**config.mk**
```make
export PLATFORM = sky130hd
export DESIGN_NAME = matrix_op_sequencer_flat
export DESIGN_NICKNAME = d
export VERILOG_FILES = /design/src/rtl/matrix_seq_pkg.sv /design/src/rtl/matrix_op_sequencer_if.sv /design/src/rtl/hps_strobe_sync.sv /design/src/rtl/matrix_op_sequencer.sv /design/src/flat_wrapper.sv
export SDC_FILE = /design/constraint.sdc
export NUM_CORES = 1
export LEC_CHECK = 0
export ABC_AREA = 1
export CAP_MARGIN = 20
export CORE_UTILIZATION = 50
export DETAILED_ROUTE_END_ITERATION = 8
export HOLD_SLACK_MARGIN = 0.08
export PLACE_DENSITY = 0.76
export RECOVER_POWER = 50
export SYNTH_ARGS = -nofsm -noshare
export SYNTH_HDL_FRONTEND = slang
export SYNTH_SLANG_ARGS = --single-unit
```
**constraint.sdc**
```tcl
create_clock -name clk -period 2.2 [get_ports clk]
set_input_delay 0.55 -clock clk [delete_from_list [all_inputs] [get_ports clk]]
set_output_delay 0.55 -clock clk [all_outputs]
set_load 0.01 [all_outputs]
```
**src/rtl/matrix_seq_pkg.sv**
```systemverilog
// ---------------------------------------------------------------------------
// matrix_seq_pkg
// Shared definitions for the matrix operation sequencer:
//   - FSM state encoding (seq_state_t)
//   - debug_state codes and a helper mapping state -> code
//   - bit positions of the HPS data_in / data_out words
//   - opcode constants, including OP_ILLEGAL which forces the ERROR path
// ---------------------------------------------------------------------------
package matrix_seq_pkg;

  typedef enum logic [2:0] {
    ST_IDLE  = 3'd0,
    ST_LOAD  = 3'd1,
    ST_ISSUE = 3'd2,
    ST_WAIT  = 3'd3,
    ST_SEND  = 3'd4,
    ST_ERROR = 3'd5
  } seq_state_t;

  localparam logic [3:0] DBG_IDLE  = 4'b0001;
  localparam logic [3:0] DBG_LOAD  = 4'b0010;
  localparam logic [3:0] DBG_ALU   = 4'b0100;  // shared by ISSUE and WAIT
  localparam logic [3:0] DBG_SEND  = 4'b1000;
  localparam logic [3:0] DBG_ERROR = 4'b1111;

  // data_in field positions
  localparam int DIN_READY_BIT = 31;
  localparam int DIN_START_BIT = 30;
  localparam int DIN_OP_MSB    = 29;
  localparam int DIN_OP_LSB    = 27;

  // data_out field positions
  localparam int DOUT_ERROR_BIT = 9;
  localparam int DOUT_ACK_BIT   = 8;

  // Opcodes are passed to the ALU untouched; only OP_ILLEGAL is interpreted.
  localparam logic [2:0] OP_ADD     = 3'b000;
  localparam logic [2:0] OP_ILLEGAL = 3'b111;

  function automatic logic [3:0] debug_code(input seq_state_t s);
    logic [3:0] code;
    case (s)
      ST_IDLE:           code = DBG_IDLE;
      ST_LOAD:           code = DBG_LOAD;
      ST_ISSUE, ST_WAIT: code = DBG_ALU;
      ST_SEND:           code = DBG_SEND;
      ST_ERROR:          code = DBG_ERROR;
      default:           code = DBG_IDLE;
    endcase
    return code;
  endfunction

endpackage

```
**src/rtl/matrix_op_sequencer_if.sv**
```systemverilog
// ---------------------------------------------------------------------------
// matrix_op_sequencer_if
// Bundles the HPS PIO words and the ALU start/done bus of the sequencer.
//   data_in     HPS -> seq  [31] ready strobe, [30] start, [29:27] opcode, [7:0] byte
//   data_out    seq -> HPS  [9] error, [8] fpga_ack, [7:0] result byte
//   alu_start   seq -> ALU  one-cycle issue pulse
//   alu_op      seq -> ALU  opcode held for the whole block
//   alu_a/b     seq -> ALU  operands, valid with alu_start
//   alu_done    ALU -> seq  one-cycle completion pulse
//   alu_result  ALU -> seq  valid with alu_done
//   debug_state seq -> env  state code
// Modports: master = sequencer side, slave = HPS/ALU environment side.
// ---------------------------------------------------------------------------
interface matrix_op_sequencer_if #(
  parameter int DATA_W = 8
);
  logic [31:0]       data_in;
  logic [31:0]       data_out;
  logic              alu_start;
  logic [2:0]        alu_op;
  logic [DATA_W-1:0] alu_a;
  logic [DATA_W-1:0] alu_b;
  logic              alu_done;
  logic [DATA_W-1:0] alu_result;
  logic [3:0]        debug_state;

  modport master (
    input  data_in, alu_done, alu_result,
    output data_out, alu_start, alu_op, alu_a, alu_b, debug_state
  );

  modport slave (
    output data_in, alu_done, alu_result,
    input  data_out, alu_start, alu_op, alu_a, alu_b, debug_state
  );
endinterface

```
**src/rtl/hps_strobe_sync.sv**
```systemverilog
// ---------------------------------------------------------------------------
// hps_strobe_sync
// Three-flop chain for an asynchronous HPS control bit. The first two flops
// form the synchronizer; the third only remembers the previous synced value
// so a rising edge can be detected.
//   clk    in   system clock
//   reset  in   asynchronous, active-low reset
//   din    in   raw HPS bit
//   level  out  synchronized level
//   rise   out  one-cycle pulse on a synchronized 0->1 transition
// ---------------------------------------------------------------------------
module hps_strobe_sync (
  input  logic clk,
  input  logic reset,
  input  logic din,
  output logic level,
  output logic rise
);

  logic [2:0] sync_reg;

  always_ff @(posedge clk or negedge reset) begin
    if (!reset) begin
      sync_reg <= '0;
    end else begin
      sync_reg <= {sync_reg[1:0], din};
    end
  end

  assign level = sync_reg[1];
  assign rise  = sync_reg[1] & ~sync_reg[2];

endmodule

```
**src/rtl/matrix_op_sequencer.sv**
```systemverilog
// ---------------------------------------------------------------------------
// matrix_op_sequencer
// Loads 2*N_OPS operand bytes from the HPS, issues N_OPS element-wise ALU
// operations (element i with element i+N_OPS), buffers the results and
// streams them back to the HPS. Opcode 3'b111 goes straight to ERROR.
//   clk    in   system clock
//   reset  in   asynchronous, active-low reset
//   bus    matrix_op_sequencer_if.master (HPS words + ALU handshake)
// Build option: define MATRIX_SEQ_TIMEOUT_EN to add a WAIT watchdog that
// moves to ERROR after TIMEOUT_CYCLES cycles without alu_done.
// N_OPS must be a power of two, at least 2.
// ---------------------------------------------------------------------------
module matrix_op_sequencer
  import matrix_seq_pkg::*;
#(
  parameter int DATA_W         = 8,
  parameter int N_OPS          = 8,
  parameter int TIMEOUT_CYCLES = 1023
) (
  input  logic                  clk,
  input  logic                  reset,
  matrix_op_sequencer_if.master bus
);

  localparam int BUF_DEPTH = 2 * N_OPS;
  localparam int IDX_W     = $clog2(BUF_DEPTH);
  localparam int OP_W      = $clog2(N_OPS);
  localparam logic [IDX_W-1:0] LAST_LOAD = IDX_W'(BUF_DEPTH - 1);
  localparam logic [IDX_W-1:0] LAST_OP   = IDX_W'(N_OPS - 1);
  localparam logic [IDX_W-1:0] OP_OFFSET = IDX_W'(N_OPS);

  // ---------------- HPS control synchronizers ----------------
  logic ready_level, ready_rise;
  logic start_level, start_rise_unused;

  hps_strobe_sync u_ready_sync (
    .clk   (clk),
    .reset (reset),
    .din   (bus.data_in[DIN_READY_BIT]),
    .level (ready_level),
    .rise  (ready_rise)
  );

  // start is level-qualified in IDLE, so its edge output is not needed
  hps_strobe_sync u_start_sync (
    .clk   (clk),
    .reset (reset),
    .din   (bus.data_in[DIN_START_BIT]),
    .level (start_level),
    .rise  (start_rise_unused)
  );

  logic [2:0]        din_opcode;
  logic [DATA_W-1:0] din_byte;
  logic [26-DATA_W:0] din_unused;
  assign din_opcode = bus.data_in[DIN_OP_MSB:DIN_OP_LSB];
  assign din_byte   = bus.data_in[DATA_W-1:0];
  assign din_unused = bus.data_in[26:DATA_W];

  // ---------------- state and datapath registers ----------------
  seq_state_t        state_reg, state_next;
  logic [IDX_W-1:0]  idx_reg;
  logic [DATA_W-1:0] opnd_mem [BUF_DEPTH];
  logic [DATA_W-1:0] res_mem  [N_OPS];
  logic              ack_reg;
  logic [2:0]        op_reg;
  logic              wd_expired;

`ifdef MATRIX_SEQ_TIMEOUT_EN
  localparam int WD_W = $clog2(TIMEOUT_CYCLES + 1);
  logic [WD_W-1:0] wd_cnt_reg;

  // Counter restarts on every issue; expiry fires on the TIMEOUT_CYCLES-th
  // WAIT cycle so ERROR is entered exactly TIMEOUT_CYCLES edges after WAIT.
  always_ff @(posedge clk or negedge reset) begin
    if (!reset) begin
      wd_cnt_reg <= '0;
    end else if (state_reg == ST_ISSUE) begin
      wd_cnt_reg <= '0;
    end else if (state_reg == ST_WAIT && !bus.alu_done) begin
      wd_cnt_reg <= wd_cnt_reg + 1'b1;
    end
  end

  assign wd_expired = (state_reg == ST_WAIT) && (wd_cnt_reg == WD_W'(TIMEOUT_CYCLES - 1));
`else
  // Watchdog not built: WAIT lasts until the ALU answers.
  localparam int TIMEOUT_UNUSED = TIMEOUT_CYCLES;
  assign wd_expired = 1'b0;
`endif

  // ---------------- FSM: state register ----------------
  always_ff @(posedge clk or negedge reset) begin
    if (!reset) begin
      state_reg <= ST_IDLE;
    end else begin
      state_reg <= state_next;
    end
  end

  // ---------------- FSM: next-state logic ----------------
  always_comb begin
    state_next = state_reg;
    case (state_reg)
      ST_IDLE: begin
        if (start_level) begin
          state_next = (din_opcode == OP_ILLEGAL) ? ST_ERROR : ST_LOAD;
        end
      end
      ST_LOAD: begin
        if (ready_rise && idx_reg == LAST_LOAD) state_next = ST_ISSUE;
      end
      ST_ISSUE: state_next = ST_WAIT;
      ST_WAIT: begin
        if (bus.alu_done) begin
          state_next = (idx_reg == LAST_OP) ? ST_SEND : ST_ISSUE;
        end else if (wd_expired) begin
          state_next = ST_ERROR;
        end
      end
      ST_SEND: begin
        if (ready_rise && idx_reg == LAST_OP) state_next = ST_IDLE;
      end
      ST_ERROR: begin
        if (ready_rise) state_next = ST_IDLE;
      end
      default: state_next = ST_IDLE;
    endcase
  end

  // ---------------- datapath: index, buffers, opcode, ack ----------------
  always_ff @(posedge clk or negedge reset) begin
    if (!reset) begin
      idx_reg <= '0;
      op_reg  <= '0;
      ack_reg <= 1'b0;
      for (int i = 0; i < BUF_DEPTH; i++) opnd_mem[i] <= '0;
      for (int i = 0; i < N_OPS; i++)     res_mem[i]  <= '0;
    end else begin
      case (state_reg)
        ST_IDLE: begin
          idx_reg <= '0;
          if (start_level) op_reg <= din_opcode;
        end
        ST_LOAD: begin
          if (ready_rise) begin
            opnd_mem[idx_reg] <= din_byte;
            idx_reg <= (idx_reg == LAST_LOAD) ? '0 : idx_reg + 1'b1;
          end
        end
        ST_WAIT: begin
          if (bus.alu_done) begin
            res_mem[idx_reg[OP_W-1:0]] <= bus.alu_result;
            idx_reg <= (idx_reg == LAST_OP) ? '0 : idx_reg + 1'b1;
          end
        end
        ST_SEND: begin
          if (ready_rise) idx_reg <= (idx_reg == LAST_OP) ? '0 : idx_reg + 1'b1;
        end
        ST_ERROR: idx_reg <= '0;
        default: ;
      endcase

      // Four-phase ack: only LOAD and SEND accept strobes; the ack drops
      // once the synchronized ready has gone low again.
      if (ready_rise && (state_reg == ST_LOAD || state_reg == ST_SEND)) begin
        ack_reg <= 1'b1;
      end else if (!ready_level) begin
        ack_reg <= 1'b0;
      end
    end
  end

  // ---------------- FSM: output logic ----------------
  logic              issue_start;
  logic [DATA_W-1:0] issue_a, issue_b, send_byte;
  logic              error_flag;
  logic [31:0]       data_out_next;

  always_comb begin
    issue_start = 1'b0;
    issue_a     = '0;
    issue_b     = '0;
    send_byte   = '0;
    error_flag  = 1'b0;
    case (state_reg)
      ST_ISSUE: begin
        issue_start = 1'b1;
        issue_a     = opnd_mem[idx_reg];
        issue_b     = opnd_mem[idx_reg + OP_OFFSET];
      end
      ST_SEND:  send_byte  = res_mem[idx_reg[OP_W-1:0]];
      ST_ERROR: error_flag = 1'b1;
      default: ;
    endcase
  end

  always_comb begin
    data_out_next                 = '0;
    data_out_next[DOUT_ERROR_BIT] = error_flag;
    data_out_next[DOUT_ACK_BIT]   = ack_reg;
    data_out_next[DATA_W-1:0]     = send_byte;
  end

  assign bus.data_out    = data_out_next;
  assign bus.alu_start   = issue_start;
  assign bus.alu_a       = issue_a;
  assign bus.alu_b       = issue_b;
  assign bus.alu_op      = op_reg;
  assign bus.debug_state = debug_code(state_reg);

endmodule

```
**src/flat_wrapper.sv**
```systemverilog
// flat-port wrapper written by rule: the top's interface ports become plain ports
module matrix_op_sequencer_flat import matrix_seq_pkg::*;
#(
  parameter int DATA_W         = 8,
  parameter int N_OPS          = 8,
  parameter int TIMEOUT_CYCLES = 1023
)
  (clk, reset, bus_data_in, bus_alu_done, bus_alu_result, bus_data_out, bus_alu_start, bus_alu_op, bus_alu_a, bus_alu_b, bus_debug_state);
  matrix_op_sequencer_if #(.DATA_W(DATA_W)) bus_i ();
  input  logic clk;
  input  logic reset;
  input wire logic [$bits(bus_i.data_in)-1:0] bus_data_in;
  input wire logic [$bits(bus_i.alu_done)-1:0] bus_alu_done;
  input wire logic [$bits(bus_i.alu_result)-1:0] bus_alu_result;
  output wire logic [$bits(bus_i.data_out)-1:0] bus_data_out;
  output wire logic [$bits(bus_i.alu_start)-1:0] bus_alu_start;
  output wire logic [$bits(bus_i.alu_op)-1:0] bus_alu_op;
  output wire logic [$bits(bus_i.alu_a)-1:0] bus_alu_a;
  output wire logic [$bits(bus_i.alu_b)-1:0] bus_alu_b;
  output wire logic [$bits(bus_i.debug_state)-1:0] bus_debug_state;
  assign bus_i.data_in = bus_data_in;
  assign bus_i.alu_done = bus_alu_done;
  assign bus_i.alu_result = bus_alu_result;
  assign bus_data_out = bus_i.data_out;
  assign bus_alu_start = bus_i.alu_start;
  assign bus_alu_op = bus_i.alu_op;
  assign bus_alu_a = bus_i.alu_a;
  assign bus_alu_b = bus_i.alu_b;
  assign bus_debug_state = bus_i.debug_state;
  matrix_op_sequencer #(.DATA_W(DATA_W), .N_OPS(N_OPS), .TIMEOUT_CYCLES(TIMEOUT_CYCLES)) u_core (.clk(clk), .reset(reset), .bus(bus_i));
endmodule
```
; Word-level counts from Yosys, hierarchy flattened
; Cells that the tools add are included.
[totals]
input_bits = 43
elab_cells = 110
out_inout_bits = 56
regBits = 208
[classes]
eq_ne = 16
addsub = 2
reduce_logical = 15
muxes = 37
bitwise = 5
n_lt_le_gt_ge = 5
[op_table]
columns = cell, n
row1 = bitwise mux 128 bit, 1
row2 = two-way mux 8 bit, 11
row3 = binary-select mux 8 bit (select 4 bit), 2
row4 = bitwise mux 64 bit, 1
row5 = demux 8 bit (select 4 bit), 1
row6 = case mux 4 bit (4 select lines), 2
row7 = binary-select mux 8 bit (select 3 bit), 1
row8 = demux 8 bit (select 3 bit), 1
row9 = two-way mux 3 bit, 7
row10 = two-way mux 4 bit, 5
row11 = case mux 3 bit (6 select lines), 1
row12 = "inequality test 2 x 1 -> 1 bit, second input constant", 6
row13 = ">= comparator 5 bit, second input constant", 2
row14 = inverter 4 -> 5 bit, 2
row15 = "equality test 3 bit, second input constant", 3
row16 = "equality test 3 x 2 -> 1 bit, second input constant", 2
row17 = AND reduction 2 bit, 3
row18 = logical AND 1 bit, 5
row19 = "less-than comparator 5 x 1 -> 1 bit, second input constant", 1
row20 = AND reduction 5 bit, 1
row21 = "adder 4 x 1 -> 4 bit, second input constant", 1
row22 = "adder 4 bit, second input constant", 1
row23 = "equality test 4 x 3 -> 1 bit, second input constant", 1
row24 = "equality test 4 bit, second input constant", 1
row25 = 13 further kinds, 18

; Longest topological paths before layout
; Gate-level depths: netlist (run 1).
[depth]
word_depth = 6
mapped_depth = 11
ltp_nobuf = 9

; By module
; From an unflattened synthesis (run 1), not the netlist that was laid out.
[unflattened]
hier_cells = 1377
hier_area_um2 = 10438.8
[by_module_without_submodules]
columns = mod, cells_per_inst, seq_area_each_um2, area_each_um2, n_inst
row1 = matrix_op_sequencer, 1367, 5079.9, 10268.6, 1
row2 = hps_strobe_sync, 5, 75.1, 85.1, 2

; Least setup slack after synthesis (run 1)
; Ideal clock, no wire load.
[synth_path]
path_kind = register -> output
from = reg u_core.idx_reg[0]
to = out bus_data_out[0]
t_arrival_ns = 1.498
required_time_ns = 1.650
stages_incl_launch_ff = 9
slack_ns = 0.152
path_buffers = 3
path_cell_list = dfrtp_1 -> inv_1 -> buf_2 -> buf_2 -> buf_2 -> nand2_1 -> a21oi_1 -> o21ai_0 -> a21oi_1
[synth_between]
elab_chain_cells = 5
[synth_rtl]
columns = item, line_no
row1 = "start, declared", matrix_op_sequencer.sv:62  ; logic [IDX_W-1:0] idx_reg;
row2 = "start signal, assigned", matrix_op_sequencer.sv:148  ; idx_reg <= (idx_reg == LAST_LOAD) ? '0 : idx_reg + 1'b1;
row3 = "start signal, assigned", matrix_op_sequencer.sv:154  ; idx_reg <= (idx_reg == LAST_OP) ? '0 : idx_reg + 1'b1;
row4 = "start signal, assigned", matrix_op_sequencer.sv:158  ; if (ready_rise) idx_reg <= (idx_reg == LAST_OP) ? '0 : idx_reg + 1'b1;
row5 = inverter 3 -> 4 bit (implied by the code), matrix_op_sequencer.sv:192  ; ST_SEND: send_byte = res_mem[idx_reg[OP_W-1:0]];
row6 = binary-select mux 8 bit (select 3 bit), matrix_op_sequencer.sv:192
row7 = two-way mux 8 bit (implied by the code) (2 in series), matrix_op_sequencer.sv:192
row8 = two-way mux 8 bit, matrix_op_sequencer.sv:186  ; case (state_reg)
row9 = "end, declared", flat_wrapper.sv:15  ; output wire logic [$bits(bus_i.data_out)-1:0] bus_data_out;
; Every way passes these cells. The select of a mux whose other input is x is not followed.

; Final worst setup path (run 1)
[layout_path]
from = reg u_core.idx_reg[0]
to = out bus_alu_b[4]
[layout_between]
elab_chain_cells = 6
[layout_rtl]
columns = item, line_no
row1 = adder 4 bit, matrix_op_sequencer.sv:190  ; issue_b = opnd_mem[idx_reg + OP_OFFSET];
row2 = inverter 4 -> 5 bit (implied by the code), matrix_op_sequencer.sv:190
row3 = binary-select mux 8 bit (select 4 bit), matrix_op_sequencer.sv:190
row4 = two-way mux 8 bit (implied by the code) (2 in series), matrix_op_sequencer.sv:190
row5 = two-way mux 8 bit, matrix_op_sequencer.sv:186
row6 = "end, declared", flat_wrapper.sv:19  ; output wire logic [$bits(bus_i.alu_b)-1:0] bus_alu_b;
; Every way passes these cells. The select of a mux whose other input is x is not followed.

==> results of run 1 <==
-- critical path, stage by stage, from the launching register on --
cell,delay [ps]
dfrtp_2,450
buf_6,150
buf_16,140
buf_4,140
nand2_1,50
nand2_1,50
nand2_1,80
nand2_1,70
nand2_1,90
nand2_1,80
nor2_1,140
nor2_2,70
buf_2,140
-- timing repair --
action / in CTS / in global routing
resized for setup: 226 / 74
hold buffers: 1 / 0
setup endpoints to repair: 30 / 39
cloned: 11 / 4
buffers inserted: 22 / 5
pin swaps: 52 / 26
endpoints found under the hold margin: 35 / 0
-- per-layer routing --
layer / routed length, um / vias to the layer above / track usage (%)
met5: 0 / - / 0
met4: 1210 / 0 / 12.4
met3: 2240 / 86 / 4.25
met2: 14100 / 433 / 43.7
met1: 12300 / 4583 / 35.8
li1: - / 4523 / -
-- where the power goes --
part | internal (mW) | total [mW] | switching [mW] | leakage, nW
registers | 4.92 | 5.56 | 0.639 | 2.27
logic | 3.91 | 9.06 | 5.15 | 4.45
clock network | 2.39 | 3.94 | 1.56 | 0.383
total | 11.2 | 18.6 | 7.34 | 7.10
-- logic make-up after synthesis --
| logic type | Yosys count | share of synthesized area (%) |
|---|---|---|
| compound gates | 242 | 13.5 |
| other cells | 1 | 0.0346 |
| flops | 208 | 48.1 |
| fa+ha+maj | 4 | 0.462 |
| buf+inv | 144 | 7.40 |
| simple gates | 770 | 30.2 |
| mux | 3 | 0.312 |
-- cell usage after synthesis, types with 3 or more instances --
cell type	instances
dfrtp_1	208
nand4_1	3
nor2_4	4
buf_1	9
inv_1	42
clkbuf_1	20
nor2_1	48
o21ai_0	93
ha_1	4
nor2_8	3
inv_2	4
buf_6	17
buf_4	24
a21oi_1	33
o21ai_1	47
nand2_4	20
nand3_1	35
nand2_1	645
nor2_2	3
mux2_2	3
o21ai_2	66
buf_2	26
nand3_4	4
-- stage by stage --
| step | hold slack, ps | std cells | setup WS [ps] |
|---|---|---|---|
| floorplan | 254 | 1393 | 152 |
| global placement | 335 | 1688 | -342 |
| detailed placement | 337 | 1688 | -346 |
| CTS | 350 | 1763 | -482 |
| global route | 360 | 1768 | -610 |
| finish | 348 | 1768 | -491 |
-- cell type report --
cell class	count	area, sq um
inverters	48	210
clock buffers	34	687
fillers	1726	7590
flip-flops and latches	208	5210
repair buffers	155	1760
clock inverters	7	87.6
well taps	275	344
multi-input cells	1041	5270
-- worst min path at each step --
stage	end	cells after the start
4_1_cts	u_core.u_ready_sync.sync_reg[1]	0
5_1_grt	u_core.u_start_sync.sync_reg[1]	0
6_report	u_core.u_ready_sync.sync_reg[1]	0
3_5_place_dp	u_core.u_ready_sync.sync_reg[1]	0
3_3_place_gp	u_core.u_start_sync.sync_reg[1]	0
2_1_floorplan	u_core.ack_reg	0
==> reports/results.ini, run 1 <==
[setup_path]
reg2reg_to=u_core.opnd_mem[30]
r2r_setup_slack_ps=180
crit_fanout=5
path_class=flop to primary output
critPathLaunchType=flop
critPathLaunch=u_core.idx_reg[0]
cp-end-kind=primary output
crit_path_end=bus_alu_b[4]
crit_arrival_ps=2140
worstPathRequired_ps=1650
reg2reg_from=u_core.idx_reg[1]
reg2reg_depth=7

[layout]
nets=1524
largest_reg_flops=128
layout-drive-gt1-share_pct=26.5
mostFrequentLayoutCells=nand2_1, dfrtp_1, o21ai_0
insertedDiodeCount=0
final_common_cell=nand2_1
finalCoreUtilization_pct=64.1
final_area_sq_um=13600
area_delta_synth_final_pct=25.3

[timing]
clock.fmax_ghz=0.372
report.final.slew_viol_count=0
finalHoldViolations=0
layout_setup_ws_ps=-491
timing.final.crit_share_pct=122
relSlewSlack_pct=29.3
setup_viol_count_final=25
clock_skew_ps=18.8
min_period_ps=2690
rsz0062_at_grt=true
tns_ps=-10520
worst_slew_pin_slew_ps=1060

[logic_synthesis]
ys_warn_count=0
synth.area.top_cells=dfrtp_1, nand2_1, o21ai_2
yosysTopAreaCell=dfrtp_1
synth_area_sq_um=10800
synth-async-reset-ratio_pct=100
synthDominantCellAreaShare_pct=48.1
synth_edf_count=0
synthDistinctLibCells=34
ys_seq_area_share_pct=48.1
ys_ff_latch=208
syn_avg_cell_area_sq_um=7.89
synth_top_flop_cell=dfrtp_1
syn_inst=1372

[floorplan]
coreArea_sq_um=21200
ios=99
die_x_um=149
die_y_um=149
row_count=53
start_util_pct=51.2
dieArea_sq_um=22200

[power_and_ir_drop]
ir_drop_uv=764
p_total_mw=18.6
leakagePower_nw=7.10
p_per_area_nw_per_um2=1370

[global_route]
antenna_found_initial=0
grt_pass1_wl_mm=46.9
grt_max_degree=51
grt_util_all_layers_pct=27.1
grt_pass1_vias=8987
overflow=0

[flow_run]
cap_violations=0

[drt]
vias_per_cell=5.44
routed_wirelength_mm=29.8
firstDrtPassIters=6
drt_iter0_drc=957
drc=0
routedWlPerCell_um=16.9
via_count=9625
drtAntennaViolNets=0

[clock_tree]
ctsRootBufferMaster=clkbuf_16
clock_sinks=208
htree_levels=1
cts_made_buffers=23
tritoncts=built
clk_pin_slew_ps=60
clockBufferDepth=3
clk_latency_ps=520

[run_status]
outcome=complete, but fails checks
violations=negative setup slack

[place]
hpwl_mm=17.0
place.gp.congestion=0.858
dpl-instance-area_sq_um=11900
port_buffers=57

[min_path]
hp-class=flop to flop
hp-start=u_core.u_ready_sync.sync_reg[0]

Note: power is estimated with default switching activity, not from simulation.
==> run 2: changes to the inputs <==
HOLD_SLACK_MARGIN = 0.02   (was 0.08)
==> results of run 2 <==
No change in the layout: final DEF, timing and power equal those of run 1.
